`config.mk`:
```
export PLATFORM = sky130hd
export DESIGN_NAME = mem_wb_stage_buf_flat
export DESIGN_NICKNAME = d
export VERILOG_FILES = /design/src/rtl/mem_wb_stage_buf_if.sv /design/src/rtl/mem_wb_stage_buf.sv /design/src/flat_wrapper.sv
export SDC_FILE = /design/constraint.sdc
export NUM_CORES = 1
export LEC_CHECK = 0
export ABC_AREA = 1
export CAP_MARGIN = 20
export CORE_AREA = 5 5 92 179
export DETAILED_ROUTE_END_ITERATION = 10
export DIE_AREA = 0 0 97 184
export PLACE_DENSITY = 0.76
export SLEW_MARGIN = 20
export SYNTH_ARGS = -nofsm -noshare
export SYNTH_HDL_FRONTEND = slang
export SYNTH_SLANG_ARGS = --single-unit
```
`constraint.sdc`:
```
create_clock -name clock -period 1.5 [get_ports clock]
set_input_delay 0.3 -clock clock [delete_from_list [all_inputs] [get_ports clock]]
set_output_delay 0.3 -clock clock [all_outputs]
set_load 0.1 [all_outputs]
```
`src/rtl/mem_wb_stage_buf_if.sv`:
```
// MEM->WB pipeline buffer bundle: upstream handshake/payload, flush, downstream
// handshake/payload and the hazard-forwarding view of the head entry.
interface mem_wb_stage_buf_if #(
   parameter int unsigned DATA_W = 32,
   parameter int unsigned CTRL_W = 2,
   parameter int unsigned ADDR_W = 5
);
   logic              in_valid;
   logic              in_ready;
   logic [CTRL_W-1:0] in_wb;
   logic [DATA_W-1:0] in_alu;
   logic [DATA_W-1:0] in_rdata;
   logic [ADDR_W-1:0] in_waddr;
   logic              flush;

   logic              out_valid;
   logic              out_ready;
   logic              mem_to_reg;
   logic              reg_write;
   logic [CTRL_W-1:0] out_wb;
   logic [DATA_W-1:0] out_alu;
   logic [DATA_W-1:0] out_rdata;
   logic [ADDR_W-1:0] out_waddr;

   logic              fwd_valid;
   logic [ADDR_W-1:0] fwd_waddr;
   logic [DATA_W-1:0] fwd_data;
   logic [1:0]        occupancy;

   // Stage side
   modport slave (
      input  in_valid, in_wb, in_alu, in_rdata, in_waddr, flush, out_ready,
      output in_ready, out_valid, mem_to_reg, reg_write, out_wb, out_alu,
             out_rdata, out_waddr, fwd_valid, fwd_waddr, fwd_data, occupancy
   );

   // Environment side (upstream producer + downstream consumer)
   modport master (
      output in_valid, in_wb, in_alu, in_rdata, in_waddr, flush, out_ready,
      input  in_ready, out_valid, mem_to_reg, reg_write, out_wb, out_alu,
             out_rdata, out_waddr, fwd_valid, fwd_waddr, fwd_data, occupancy
   );
endinterface

```
`src/rtl/mem_wb_stage_buf.sv`:
```
// MEM/WB stage buffer: 2-entry skid buffer (SKID=1) or single-entry stage
// (SKID=0) with flush, occupancy and a combinational forwarding view.
module mem_wb_stage_buf #(
   parameter int unsigned DATA_W = 32,
   parameter int unsigned CTRL_W = 2,
   parameter int unsigned ADDR_W = 5,
   parameter int unsigned SKID   = 1
) (
   input  logic              clock,
   input  logic              resetn,
   mem_wb_stage_buf_if.slave bus
);

   localparam int unsigned PW = CTRL_W + 2 * DATA_W + ADDR_W;

   typedef enum logic [1:0] {
      EMPTY = 2'd0,
      ONE   = 2'd1,
      TWO   = 2'd2
   } state_e;

   state_e          state_q, state_d;
   logic [PW-1:0]   head_q, head_d;
   logic [PW-1:0]   skid_q, skid_d;
   logic            in_ready_q, in_ready_d;

   logic [PW-1:0]     in_pay;
   logic              in_ready;
   logic              out_valid;
   logic              accept;
   logic              consume;
   logic [CTRL_W-1:0] head_wb;
   logic [DATA_W-1:0] head_alu;
   logic [DATA_W-1:0] head_rdata;
   logic [ADDR_W-1:0] head_waddr;

   assign in_pay = {bus.in_wb, bus.in_alu, bus.in_rdata, bus.in_waddr};
   assign {head_wb, head_alu, head_rdata, head_waddr} = head_q;

   assign out_valid = (state_q != EMPTY);

   // Skid variant uses a registered ready; single-entry variant passes ready through
   assign in_ready = (SKID != 0) ? in_ready_q : (!out_valid || bus.out_ready);

   assign accept  = bus.in_valid && in_ready && !bus.flush;
   assign consume = out_valid && bus.out_ready;

   always_comb begin
      state_d = state_q;
      head_d  = head_q;
      skid_d  = skid_q;
      unique case (state_q)
         EMPTY: begin
            if (accept) begin
               state_d = ONE;
               head_d  = in_pay;
            end
         end
         ONE: begin
            if (accept && consume) begin
               head_d = in_pay;
            end else if (accept && (SKID != 0)) begin
               state_d = TWO;
               skid_d  = in_pay;
            end else if (consume) begin
               state_d = EMPTY;
            end
         end
         TWO: begin
            if (consume) begin
               state_d = ONE;
               head_d  = skid_q;
            end
         end
         default: state_d = EMPTY;
      endcase
      // Flush overrides any handshake; stale payload is left in place
      if (bus.flush) begin
         state_d = EMPTY;
      end
      in_ready_d = (state_d != TWO);
   end

   always_ff @(posedge clock) begin
      if (!resetn) begin
         state_q    <= EMPTY;
         head_q     <= '0;
         skid_q     <= '0;
         in_ready_q <= 1'b1;
      end else begin
         state_q    <= state_d;
         head_q     <= head_d;
         skid_q     <= skid_d;
         in_ready_q <= in_ready_d;
      end
   end

   assign bus.in_ready   = in_ready;
   assign bus.out_valid  = out_valid;
   assign bus.out_wb     = head_wb;
   assign bus.out_alu    = head_alu;
   assign bus.out_rdata  = head_rdata;
   assign bus.out_waddr  = head_waddr;
   assign bus.mem_to_reg = head_wb[0];
   assign bus.reg_write  = head_wb[1];

   assign bus.fwd_valid = out_valid && head_wb[1] && (head_waddr != '0);
   assign bus.fwd_waddr = head_waddr;
   assign bus.fwd_data  = head_wb[0] ? head_rdata : head_alu;

   always_comb begin
      bus.occupancy = 2'd0;
      unique case (state_q)
         EMPTY:   bus.occupancy = 2'd0;
         ONE:     bus.occupancy = 2'd1;
         TWO:     bus.occupancy = 2'd2;
         default: bus.occupancy = 2'd0;
      endcase
   end

endmodule

```
`src/flat_wrapper.sv`:
```
// flat-port wrapper written by rule: the top's interface ports become plain ports
module mem_wb_stage_buf_flat 
#(
   parameter int unsigned DATA_W = 32,
   parameter int unsigned CTRL_W = 2,
   parameter int unsigned ADDR_W = 5,
   parameter int unsigned SKID   = 1
)
  (clock, resetn, bus_in_valid, bus_in_wb, bus_in_alu, bus_in_rdata, bus_in_waddr, bus_flush, bus_out_ready, bus_in_ready, bus_out_valid, bus_mem_to_reg, bus_reg_write, bus_out_wb, bus_out_alu, bus_out_rdata, bus_out_waddr, bus_fwd_valid, bus_fwd_waddr, bus_fwd_data, bus_occupancy);
  mem_wb_stage_buf_if #(.DATA_W(DATA_W), .CTRL_W(CTRL_W), .ADDR_W(ADDR_W)) bus_i ();
  input  logic clock;
  input  logic resetn;
  input wire logic [$bits(bus_i.in_valid)-1:0] bus_in_valid;
  input wire logic [$bits(bus_i.in_wb)-1:0] bus_in_wb;
  input wire logic [$bits(bus_i.in_alu)-1:0] bus_in_alu;
  input wire logic [$bits(bus_i.in_rdata)-1:0] bus_in_rdata;
  input wire logic [$bits(bus_i.in_waddr)-1:0] bus_in_waddr;
  input wire logic [$bits(bus_i.flush)-1:0] bus_flush;
  input wire logic [$bits(bus_i.out_ready)-1:0] bus_out_ready;
  output wire logic [$bits(bus_i.in_ready)-1:0] bus_in_ready;
  output wire logic [$bits(bus_i.out_valid)-1:0] bus_out_valid;
  output wire logic [$bits(bus_i.mem_to_reg)-1:0] bus_mem_to_reg;
  output wire logic [$bits(bus_i.reg_write)-1:0] bus_reg_write;
  output wire logic [$bits(bus_i.out_wb)-1:0] bus_out_wb;
  output wire logic [$bits(bus_i.out_alu)-1:0] bus_out_alu;
  output wire logic [$bits(bus_i.out_rdata)-1:0] bus_out_rdata;
  output wire logic [$bits(bus_i.out_waddr)-1:0] bus_out_waddr;
  output wire logic [$bits(bus_i.fwd_valid)-1:0] bus_fwd_valid;
  output wire logic [$bits(bus_i.fwd_waddr)-1:0] bus_fwd_waddr;
  output wire logic [$bits(bus_i.fwd_data)-1:0] bus_fwd_data;
  output wire logic [$bits(bus_i.occupancy)-1:0] bus_occupancy;
  assign bus_i.in_valid = bus_in_valid;
  assign bus_i.in_wb = bus_in_wb;
  assign bus_i.in_alu = bus_in_alu;
  assign bus_i.in_rdata = bus_in_rdata;
  assign bus_i.in_waddr = bus_in_waddr;
  assign bus_i.flush = bus_flush;
  assign bus_i.out_ready = bus_out_ready;
  assign bus_in_ready = bus_i.in_ready;
  assign bus_out_valid = bus_i.out_valid;
  assign bus_mem_to_reg = bus_i.mem_to_reg;
  assign bus_reg_write = bus_i.reg_write;
  assign bus_out_wb = bus_i.out_wb;
  assign bus_out_alu = bus_i.out_alu;
  assign bus_out_rdata = bus_i.out_rdata;
  assign bus_out_waddr = bus_i.out_waddr;
  assign bus_fwd_valid = bus_i.fwd_valid;
  assign bus_fwd_waddr = bus_i.fwd_waddr;
  assign bus_fwd_data = bus_i.fwd_data;
  assign bus_occupancy = bus_i.occupancy;
  mem_wb_stage_buf #(.DATA_W(DATA_W), .CTRL_W(CTRL_W), .ADDR_W(ADDR_W), .SKID(SKID)) u_core (.clock(clock), .resetn(resetn), .bus(bus_i));
endmodule
```
==> flow_summary.json <==
{
  "outcome": "finished with violations",
  "failed_checks": "setup timing",
  "holdPathEnd": "u_core.head_q[31]",
  "synth-seq-area-share": 0.434,
  "overflow": 0,
  "num_io_pins": 191,
  "slew-limit-headroom": 0.780,
  "startpoint_type": "register",
  "finalInstanceArea_um2": 12600,
  "synth_ff_type": "dfxtp_1",
  "drt_pre_antenna_iters": 6,
  "wl_per_cell_um": 18.5,
  "track_usage": 0.265,
  "cp_max_fo": 8,
  "path_class": "reg2out",
  "crit_family": "buffers and inverters",
  "clockBufferDepth": 2,
  "critical_path_depth": 5,
  "hp-start": "resetn",
  "r2r-end": "u_core.head_q[9]",
  "h-tree-depth": 4,
  "areaGrowthSynthToFinish_pct": 88.2,
  "r2r_slack_ns": -0.14,
  "vias_per_cell": 5.23,
  "hp-class": "in2reg",
  "syn_avg_cell_area_um2": 6.11,
  "end_kind": "output port",
  "power_mw": 12.8,
  "max-cap-violations": 0,
  "grt_setup_unrepaired": "true",
  "drc": 0,
  "async_flop_share": 0,
  "hold_viol_final": 0,
  "grt_pass1_vias": 7544,
  "synth_common_cells": "nand2_1 (397), nor2_1 (286), dfxtp_1 (145)",
  "cts.sinks": 145,
  "setup_viol": 77,
  "p_per_area_nw_per_um2": 1010,
  "place_hpwl_um": 15000,
  "chipWidth_um": 97,
  "netlist_instances": 1095,
  "ys_warn_count": 0,
  "start_util": 0.449,
  "cpPeakStageDelay_ns": 0.44,
  "synth_nets": 1171,
  "ys_types": 17,
  "skew_ns": 0.00693,
  "cts_tree": "done",
  "period_share": 1.20,
  "nets": 1386,
  "slew_viol_final": 0,
  "synth_seq_cells": 145,
  "critPathMostFrequentCell": "buf_12",
  "min_path_cells": 3,
  "path_buf_inv": 3,
  "drt_iter0_drc": 539,
  "grt_pass1_wl_um": 38200,
  "p_leak_nw": 6.06,
  "gp_congestion": 0.856,
  "grt_max_degree": 55,
  "tightest_slew_ns": 0.327,
  "ir_drop_uv": 915,
  "synth.most_common_cell": "nand2_1",
  "fin_setup_tns_ns": -11.90,
  "vias": 7966,
  "die_h_um": 184,
  "drive_gt1_frac": 0.321,
  "routed_wl_um": 28200,
  "worstPathCellList": "buf_12, buf_16, nand2_4, o21ai_4, buf_12",
  "r2r_cells": 11,
  "worst_slack_ns": -0.304,
  "rows": 63,
  "synth_edf_count": 0,
  "whs_ns": 0.262,
  "portBuffers": 190,
  "cp.arrival_ns": 1.50,
  "coreArea_um2": 14900,
  "dieArea_um2": 17800,
  "max_freq_ghz": 0.554,
  "r2r_start": "u_core.state_q[0]",
  "clkLatencyLatePin_ns": 0.42,
  "synthTopCellsByArea": "dfxtp_1 (43%), nand2_1 (22%), nor2_1 (16%), o21ai_0 (6.7%), inv_1 (4.3%)",
  "crit_required_ns": 1.20,
  "cts_buffers": 17,
  "dpl_cell_area_um2": 10800,
  "cts_root_buf": "clkbuf_16",
  "antenna_found_initial": 4,
  "synth_top_cell_area_share": 0.434,
  "min_period_ns": 1.80,
  "synth_area_um2": 6690,
  "ant_nets": 0,
  "cts_hold_buf": 0,
  "yosysTopAreaCell": "dfxtp_1",
  "cts.clk_slew.worst_paths_ns": 0.06,
  "critPathSlowestCell": "dfxtp_4"
}
## worst reg2reg max path, stage by stage, from the launching register on
cell and delay, ns:
dfxtp_4 0.35, buf_6 0.13, nor2_4 0.14, buf_6 0.13
buf_12 0.15, clkinv_8 0.09, buf_6 0.12, clkbuf_16 0.16
nand2_4 0.05, nand2_2 0.04, nor2_1 0.11, nor2_1 0.06
## per-layer routing
layer  GRT usage  vias up  routed length (um)
li1            -     3732                   -
met1       0.267     3666                8940
met2       0.495      427               15400
met3      0.0551      141                1860
met4       0.159        0                2020
met5           0        -                   0
## layout make-up
| type | instances | area (um2) |
|---|---|---|
| repair buffers | 268 | 4360 |
| multi-input cells | 798 | 3950 |
| flip-flops and latches | 145 | 3080 |
| fillers | 796 | 2320 |
| clock buffers | 19 | 433 |
| inverters | 79 | 313 |
| well taps | 195 | 244 |
| clock inverters | 13 | 186 |
| repair inverters | 1 | 16.3 |
| diodes | 4 | 10.0 |
## registers in the layout (all words and copies together) (netlist names)
register / cells
u_core.head_q: 71
u_core.skid_q: 71
u_core.state_q: 2
u_core.bus.in_ready: 1
## where the power goes
part | switching (mW) | internal (mW)
clock | 1.76 | 2.79
combinational | 2.50 | 1.47
sequential | 0.228 | 4.01
total | 4.49 | 8.28
## what timing repair did
item | in CTS | in global routing
cloned | 6 | 19
setup endpoints to repair | 37 | 91
pin swaps | 9 | 140
setup buffers | 9 | 12
gates resized for setup | 29 | 118
## through the flow
step           setup WS, ns  instances   util
5_1_grt              -0.328       1521  0.844
3_3_place_gp         -0.208       1443  0.723
4_1_cts              -0.322       1489  0.789
2_1_floorplan        -0.286       1095      -
6_report             -0.304       1522  0.844
3_5_place_dp         -0.227       1443  0.723
## kinds of logic (layout without fill, tap and decap cells)
group / count (synthesis) / in the layout / synth area share
buffers and inverters: 152 / 380 / 0.0940
flip-flops: 145 / 145 / 0.434
other: 0 / 4 / 0
AND/OR/NAND/NOR: 695 / 695 / 0.395
AO/OA/AOI/OAI: 103 / 103 / 0.0771
## how the worst max path moves through the flow
stage	from	to	slack, ns
6_report	u_core.head_q[69]	bus_fwd_data[30]	-0.30
3_5_place_dp	bus_out_ready	u_core.skid_q[11]	-0.23
5_1_grt	u_core.head_q[69]	bus_fwd_data[30]	-0.33
2_1_floorplan	u_core.state_q[0]	u_core.skid_q[10]	-0.29
4_1_cts	u_core.head_q[69]	bus_fwd_data[17]	-0.32
3_3_place_gp	bus_out_ready	u_core.skid_q[21]	-0.21
## layout by cell type, fill, tap and decap left out, types with 4 or more instances in the layout
cell             instances
dfxtp_1                 72
nand2_2                 42
clkdlybuf4s50_1         74
nor2_2                   9
nor2_1                 277
o21ai_1                 13
bufinv_16                4
buf_12                 140
dfxtp_2                 40
o21ai_4                 32
diode_2                  4
nand2_1                322
buf_4                   18
nand2_4                 31
dfxtp_4                 33
clkbuf_16               30
inv_1                   75
o21ai_0                 58
buf_6                   15
buf_16                   5
No activity file was read; power rests on OpenSTA's default activity.
